==> src/rtl/wb_pkg.sv <==
// Shared Wishbone definitions: bus widths, master FSM states and the
// saturating helper used by the ack timeout counter.
package wb_pkg;

  localparam int WB_ADR_W  = 32;
  localparam int WB_DAT_W  = 32;
  localparam int WB_SEL_W  = 4;
  localparam int WBM_CNT_W = 16;

  typedef enum logic [1:0] {
    IDLE = 2'd0,
    BUS  = 2'd1,
    RESP = 2'd2
  } wbm_state_t;

  function automatic logic [WBM_CNT_W-1:0] sat_inc(input logic [WBM_CNT_W-1:0] v);
    logic [WBM_CNT_W-1:0] r;
    if (v == {WBM_CNT_W{1'b1}}) r = v;
    else                        r = v + WBM_CNT_W'(1);
    return r;
  endfunction

endpackage

==> src/rtl/wb_cmd_master.sv <==
// Single-outstanding Wishbone classic master: one command in, one bus cycle,
// one response out, with a per-transaction ack timeout.
module wb_cmd_master
  import wb_pkg::*;
#(
  parameter int unsigned TIMEOUT_CYCLES = 255
) (
  input  logic                clk,
  input  logic                reset,
  input  logic                cmd_valid,
  output logic                cmd_ready,
  input  logic                cmd_we,
  input  logic [WB_ADR_W-1:0] cmd_adr,
  input  logic [WB_DAT_W-1:0] cmd_dat,
  input  logic [WB_SEL_W-1:0] cmd_sel,
  output logic                rsp_valid,
  input  logic                rsp_ready,
  output logic [WB_DAT_W-1:0] rsp_dat,
  output logic                rsp_err,
  output logic [WB_ADR_W-1:0] wb_adr_o,
  output logic [WB_DAT_W-1:0] wb_dat_o,
  input  logic [WB_DAT_W-1:0] wb_dat_i,
  output logic [WB_SEL_W-1:0] wb_sel_o,
  output logic                wb_we_o,
  output logic                wb_cyc_o,
  output logic                wb_stb_o,
  input  logic                wb_ack_i
);

  localparam logic [WBM_CNT_W:0] TO_LIM = (WBM_CNT_W+1)'(TIMEOUT_CYCLES);

  wbm_state_t            state_q, state_d;
  logic [WBM_CNT_W-1:0]  cnt_q, cnt_d;
  logic                  cyc_q, cyc_d;
  logic                  we_q, we_d;
  logic [WB_ADR_W-1:0]   adr_q, adr_d;
  logic [WB_DAT_W-1:0]   dat_q, dat_d;
  logic [WB_SEL_W-1:0]   sel_q, sel_d;
  logic                  rsp_valid_q, rsp_valid_d;
  logic [WB_DAT_W-1:0]   rsp_dat_q, rsp_dat_d;
  logic                  rsp_err_q, rsp_err_d;
  logic                  timeout_hit;

  // cnt_q counts completed ack-less BUS cycles, so the cycle that brings it
  // to the limit is the last one cyc/stb stay high.
  always_comb begin
    timeout_hit = (TO_LIM != '0) &&
                  (({1'b0, cnt_q} + (WBM_CNT_W+1)'(1)) >= TO_LIM);
  end

  assign cmd_ready = (state_q == IDLE) && !reset;

  always_comb begin
    state_d     = state_q;
    cnt_d       = cnt_q;
    cyc_d       = cyc_q;
    we_d        = we_q;
    adr_d       = adr_q;
    dat_d       = dat_q;
    sel_d       = sel_q;
    rsp_valid_d = rsp_valid_q;
    rsp_dat_d   = rsp_dat_q;
    rsp_err_d   = rsp_err_q;
    case (state_q)
      IDLE: begin
        if (cmd_valid) begin
          we_d    = cmd_we;
          adr_d   = cmd_adr;
          dat_d   = cmd_dat;
          sel_d   = cmd_sel;
          cyc_d   = 1'b1;
          cnt_d   = '0;
          state_d = BUS;
        end else begin
          state_d = IDLE;
        end
      end
      BUS: begin
        // Ack takes priority over a timeout firing in the same cycle.
        if (wb_ack_i) begin
          rsp_dat_d   = we_q ? '0 : wb_dat_i;
          rsp_err_d   = 1'b0;
          cyc_d       = 1'b0;
          rsp_valid_d = 1'b1;
          state_d     = RESP;
        end else if (timeout_hit) begin
          rsp_dat_d   = '0;
          rsp_err_d   = 1'b1;
          cyc_d       = 1'b0;
          rsp_valid_d = 1'b1;
          state_d     = RESP;
        end else begin
          cnt_d = sat_inc(cnt_q);
        end
      end
      RESP: begin
        if (rsp_ready) begin
          rsp_valid_d = 1'b0;
          state_d     = IDLE;
        end else begin
          state_d = RESP;
        end
      end
      default: begin
        cyc_d       = 1'b0;
        rsp_valid_d = 1'b0;
        state_d     = IDLE;
      end
    endcase
  end

  always_ff @(posedge clk) begin
    if (reset) begin
      state_q     <= IDLE;
      cnt_q       <= '0;
      cyc_q       <= 1'b0;
      we_q        <= 1'b0;
      adr_q       <= '0;
      dat_q       <= '0;
      sel_q       <= '0;
      rsp_valid_q <= 1'b0;
      rsp_dat_q   <= '0;
      rsp_err_q   <= 1'b0;
    end else begin
      state_q     <= state_d;
      cnt_q       <= cnt_d;
      cyc_q       <= cyc_d;
      we_q        <= we_d;
      adr_q       <= adr_d;
      dat_q       <= dat_d;
      sel_q       <= sel_d;
      rsp_valid_q <= rsp_valid_d;
      rsp_dat_q   <= rsp_dat_d;
      rsp_err_q   <= rsp_err_d;
    end
  end

  assign wb_cyc_o  = cyc_q;
  assign wb_stb_o  = cyc_q;
  assign wb_we_o   = we_q;
  assign wb_adr_o  = adr_q;
  assign wb_dat_o  = dat_q;
  assign wb_sel_o  = sel_q;
  assign rsp_valid = rsp_valid_q;
  assign rsp_dat   = rsp_dat_q;
  assign rsp_err   = rsp_err_q;

endmodule

==> config.mk <==
export PLATFORM = sky130hd
export DESIGN_NAME = wb_cmd_master
export DESIGN_NICKNAME = d
export VERILOG_FILES = /design/src/rtl/wb_pkg.sv /design/src/rtl/wb_cmd_master.sv
export SDC_FILE = /design/constraint.sdc
export NUM_CORES = 1
export LEC_CHECK = 0
export ABC_AREA = 1
export BUFFER_PORTS_ARGS = -buffer_cell sky130_fd_sc_hd__buf_2
export CORE_ASPECT_RATIO = 1.5
export CORE_MARGIN = 5
export CORE_UTILIZATION = 44
export CTS_CLUSTER_SIZE = 16
export DETAILED_ROUTE_END_ITERATION = 8
export GPL_TIMING_DRIVEN = 0
export PLACE_DENSITY = 0.77
export SYNTH_ARGS = -nofsm -noshare
export SYNTH_HDL_FRONTEND = slang
export SYNTH_SLANG_ARGS = --single-unit
==> constraint.sdc <==
create_clock -name clk -period 1.95 [get_ports clk]
set_clock_uncertainty 0.2 [all_clocks]
set_input_delay 0.195 -clock clk [delete_from_list [all_inputs] [get_ports clk]]
set_output_delay 0.195 -clock clk [all_outputs]
set_load 0.03 [all_outputs]
After elaboration in Yosys (flattened, before gate mapping)
Cells that the tools add are included.

Bits in registers: 122. Bits of input ports: 106. Output and inout bits: 106.

$add $sub $neg: 2. Order comparisons: 1. Equal/unequal tests: 9. Multiplexer cells: 22. Bitwise gates (word level): 2. Reduce and logical (&&, ||, !) cells: 10.

Operators with widths (count): $mux 32 (3); $mux 16 (4); $pmux 16 s2 (1); $add 16x1->17 const B (1); $ge 17x8->1 const B (1); $add 16x1->16 const B (1); $eq 16x16->1 const B (1); $ne 2x2->1 const B (5); $mux 1 (8); $mux 2 (3); $pmux 1 s3 (2); $pmux 2 s3 (1); $reduce_and 3->1 (2); $reduce_and 5->1 (1); $reduce_and 2->1 (2); $reduce_bool 2->1 (2); $ne 3x3->1 const B (1); $eq 2x1->1 const B (1); $eq 2x2->1 const B (1); $logic_not 2->1 (1); $not 1->1 (2); $logic_and 1x1->1 (1); $logic_not 1->1 (1).

Logic depth before layout (Yosys ltp)
Word-level depth: 5. Mapped depth: 16.

Worst setup path after synthesis
OpenSTA, ideal clock, no wires.

Path type: reg-to-reg. Start: register cnt_q[0]. End: register rsp_dat_q[10] (netlist: rsp_dat[10]). Setup time: 0.115 ns. Data arrival time: 1.708 ns. Data required time: 1.635 ns. Setup slack: -0.073 ns. Cell stages (with the launch flop): 13. Path buffers: 2. Clock period less this slack: 2.023 ns. Cells stage by stage: dfxtp_1 > ha_1 > nand3_1 > inv_1 > nand3_1 > a21oi_1 > nand3_1 > nor2_4 > nand2_2 > buf_6 > buf_6 > a21oi_1 > nor2_1.

Longest elaborated chain between the ends: 4.

Ends and longest elaborated chain: start: declaration (RTL line wb_cmd_master.sv:33) `logic [WBM_CNT_W-1:0] cnt_q, cnt_d;`; start signal: assignment (RTL line wb_cmd_master.sv:126) `cnt_q <= cnt_d;`; $add 16x1->17 (RTL line wb_cmd_master.sv:48) `(({1'b0, cnt_q} + (WBM_CNT_W+1)'(1)) >= TO_LIM);`; $ge 17x8->1 (RTL line wb_cmd_master.sv:48); $reduce_bool 2->1 (no source line); $reduce_and 2->1 (no source line); end signal: assignment (RTL line wb_cmd_master.sv:133) `rsp_dat_q <= rsp_dat_d;`; end: declaration (RTL line wb_cmd_master.sv:40) `logic [WB_DAT_W-1:0] rsp_dat_q, rsp_dat_d;`.

No other way between the ends. A chain may end at the register's enable or synchronous reset.

Worst setup path after layout
Start: register state_q[0]. End: register rsp_dat_q[22] (netlist: rsp_dat[22]).

Longest elaborated chain between the ends: 2.

Ends and longest elaborated chain: start: declaration (RTL line wb_cmd_master.sv:32) `wbm_state_t state_q, state_d;`; start signal: assignment (RTL line wb_cmd_master.sv:125) `state_q <= state_d;`; $eq 2x1->1 (RTL line wb_cmd_master.sv:64) `case (state_q)`; $reduce_and 2->1 (no source line).

No other way between the ends.

==> summary.md <==
| Metric | Value |
|---|---|
| Top cell family by delay on the critical path | `buffers and inverters` |
| Post-route minimum period | `2300 ps` |
| Status | `finished with violations` |
| Post-route cell area | `0.00850 sq mm` |
| Worst path setup slack after routing | `-346 ps` |
| Fin nets | `1181` |
| CTS tree | `done` |
| Area Growth Syn to Fin | `63.0%` |
| Largest net degree at the start of global routing | `17` |
| Max Clock Freq | `436 MHz` |
| Port Buffers | `211` |
| Peak supply drop | `0.663 mV` |
| Dpl cells | `1091` |
| Max Cap Violations | `0` |
| Post-layout util | `0.733` |
| FFs w/ async S/R, synth | `0` |
| CTS H-tree lvls | `4` |
| Final Max Tran Viols | `0` |
| Routed WL | `19600 um` |
| Unrepaired setup endpoints after global routing | `yes` |
| Reg2Reg Depth | `6` |
| IO Count | `212` |
| Chip height | `143 um` |
| WP data required | `2090 ps` |
| DR iter-0 viols | `296` |
| First-pass GRT wire length | `30100 um` |
| Avg Inst Size Synth | `7.14 sq um` |
| Fin. Hold Viols | `0` |
| Worst Setup Start Kind | `flip-flop` |
| Synth Flop Type | `dfxtp_1` |
| Core Box Area | `0.0116 sq mm` |
| Detailed-route via count | `6270` |
| Share of cells above drive strength 1 | `0.351` |
| Tcrit/Tclk final | `1.18` |
| Clock sinks | `122` |
| Max_slew headroom | `0.516` |
| Most frequent cell after synthesis | `nor2_1` |
| Top cells by area, synth | `dfxtp_1 47%, nor2_1 15%, nand2_1 8.2%` |
| Post-synth EDFFs | `0` |
| Total power after layout | `0.00741 W` |
| Critical Path AT | `2440 ps` |
| Seq/Total Area, Yosys | `0.468` |
| Failing checks | `negative setup slack` |
| #FFs+latches synth | `122` |
| Worst Tran Pin Value | `726 ps` |
| DR vias/cell | `5.07` |
| Gpl congestion | `0.872` |
| TritonCTS Buffers | `17` |
| Die Area | `0.0142 sq mm` |
| Synth area leader | `dfxtp_1` |
| Most frequent cells after synthesis | `211 x nor2_1, 122 x dfxtp_1, 114 x nand2_1, 73 x o21ai_0, 48 x a21oi_1` |
| Yosys warnings | `0` |
| Initial antenna violation count | `1` |
| CP peak stage delay | `590 ps` |
| Mapped cell area | `0.00521 sq mm` |
| Highest-delay cell along the critical path | `clkbuf_1` |
| Total DRC errors in the routed layout | `0` |
| Die Width | `98.9 um` |
| Per-cell routed wire length | `15.8 um` |
| Post-route insts no fill | `1237` |
| GRT Total Usage | `0.265` |
| HPWL after DPL | `12000 um` |
| Antenna-violating nets left | `0` |
| Hold crit path type | `in2reg` |
| Levels on crit path | `6` |
| CTS clk-pin slew, worst paths | `60 ps` |
| Initial Utilization | `0.450` |
| Final setup viols | `53` |
| Worst skew pair latency | `410 ps` |
| Mapped Cells | `730` |
| CP max FO | `10` |
| First drt pass iteration count | `5` |
| Crit Path Class | `reg2reg` |
| Cells along the critical path | `inv_1, nor2_2, clkbuf_2, clkbuf_1, a21oi_2, nor2_1` |
| Top-area cell type share of the netlist area | `0.468` |
| Global route overflow | `0` |
| PwrDens | `872 mW/mm^2` |
| Library cells used by synthesis | `23` |
| Clock Tree Root | `clkbuf_16` |
| Buf+Inv Stages, Crit Path | `3` |
| Clk buf depth | `2` |
| # rows | `48` |
| Filler cells | `792` |
| Mapped Nets | `838` |
| Hold Path Stages | `3` |
| Critical Path Sink Type | `flip-flop` |
| P_leak | `3.92 nW` |
| Placed Instance Area | `0.00650 sq mm` |
| Vias in the first global route | `6225` |
==> worst reg2reg max path: stages, from the launching register on <==
cell,delay [ps]
dfxtp_1,430
inv_1,80
nor2_2,300
clkbuf_2,320
clkbuf_1,590
a21oi_2,140
nor2_1,150
==> registers in the layout, indices dropped and copies added (netlist names) <==
| name | cells |
|---|---|
| rsp_valid | 1 |
| wb_we_o | 1 |
| wb_cyc_o | 1 |
| rsp_dat | 32 |
| wb_adr_o | 32 |
| wb_sel_o | 4 |
| state_q | 2 |
| rsp_err | 1 |
| cnt_q | 16 |
| wb_dat_o | 32 |
==> area by class of cell <==
type | instances | area [sq um] | area share
antenna | 1 | 2.50 | 0.000295
clock inverter | 14 | 110 | 0.0130
clock buffer | 18 | 439 | 0.0517
multi-input combinational | 530 | 2710 | 0.319
inverter | 28 | 108 | 0.0127
sequential | 122 | 2460 | 0.289
buffer | 49 | 285 | 0.0336
timing repair buffer | 325 | 2190 | 0.258
tap | 150 | 188 | 0.0221
==> repair_timing <==
item,4_1_cts,5_1_grt
cloned,2,0
resized for setup,55,47
hold buffers,104,0
endpoints found under the setup margin,79,73
setup buffers,6,2
endpoints found under the hold margin,104,0
pin swaps,11,26
==> metal layers <==
metal / GRT usage / vias up / share of wire
met5: 0 / - / 0
met4: 0.134 / 0 / 0.037
met3: 0.0763 / 58 / 0.084
met2: 0.477 / 323 / 0.51
met1: 0.280 / 2860 / 0.37
li1: - / 3029 / -
==> placed cells by master, fill, tap and decap left out, types with 3 or more instances in the layout <==
cell / instances
o21bai_1: 3
nand3_1: 19
nor2_1: 204
nor2_2: 6
buf_4: 5
clkbuf_1: 25
nand2_1: 111
clkbuf_2: 7
nor2_4: 5
a21oi_1: 16
nand3_2: 42
clkbuf_16: 17
nand4_1: 4
buf_2: 218
nor3_1: 4
dlygate4sd3_1: 104
dfxtp_1: 114
dfxtp_2: 6
a21oi_2: 32
inv_6: 6
inv_1: 24
o21ai_0: 73
buf_6: 10
nand2_2: 5
buf_8: 3
clkinvlp_4: 4
==> power breakdown <==
group          total, W  switching, W  internal, W
Sequential      0.00282      0.000131      0.00269
Combinational   0.00167       0.00105     0.000620
Clock           0.00292       0.00124      0.00168
Total           0.00741       0.00242      0.00499
==> stage by stage <==
| step | hold slack, ps | setup WS, ps | setup TNS (ps) |
|---|---|---|---|
| 2_1_floorplan | 64.1 | 4.51 | 0 |
| 3_3_place_gp | 209 | -322 | -13490 |
| 3_5_place_dp | 222 | -304 | -13750 |
| 4_1_cts | 81.2 | -229 | -9490 |
| 5_1_grt | 156 | -406 | -16710 |
| 6_report | 128 | -346 | -11280 |
==> final timing paths <==
kind                                                  to  slack [ps]               startpoint
worst max-delay path            rsp_dat[22]$_SDFFE_PP0P_        -350  state_q[0]$_SDFFE_PP0P_
worst min-delay path               cnt_q[8]$_SDFFE_PP0P_         130                    reset
worst max register to register  rsp_dat[22]$_SDFFE_PP0P_        -350  state_q[0]$_SDFFE_PP0P_
worst min register to register      rsp_err$_SDFFE_PP0P_         250     rsp_err$_SDFFE_PP0P_
==> kinds of logic (layout without fill, tap and decap cells) <==
kind of cell | Yosys count | after routing | synth area share
buffers and inverters | 78 | 434 | 0.0684
adder cells (fa/ha/maj) | 2 | 2 | 0.00480
flip-flops | 122 | 122 | 0.468
AO/OA/AOI/OAI | 124 | 124 | 0.120
XOR/XNOR | 2 | 2 | 0.00336
AND/OR/NAND/NOR | 402 | 402 | 0.335
other | 0 | 1 | 0
(Power assumes the default switching activity.)
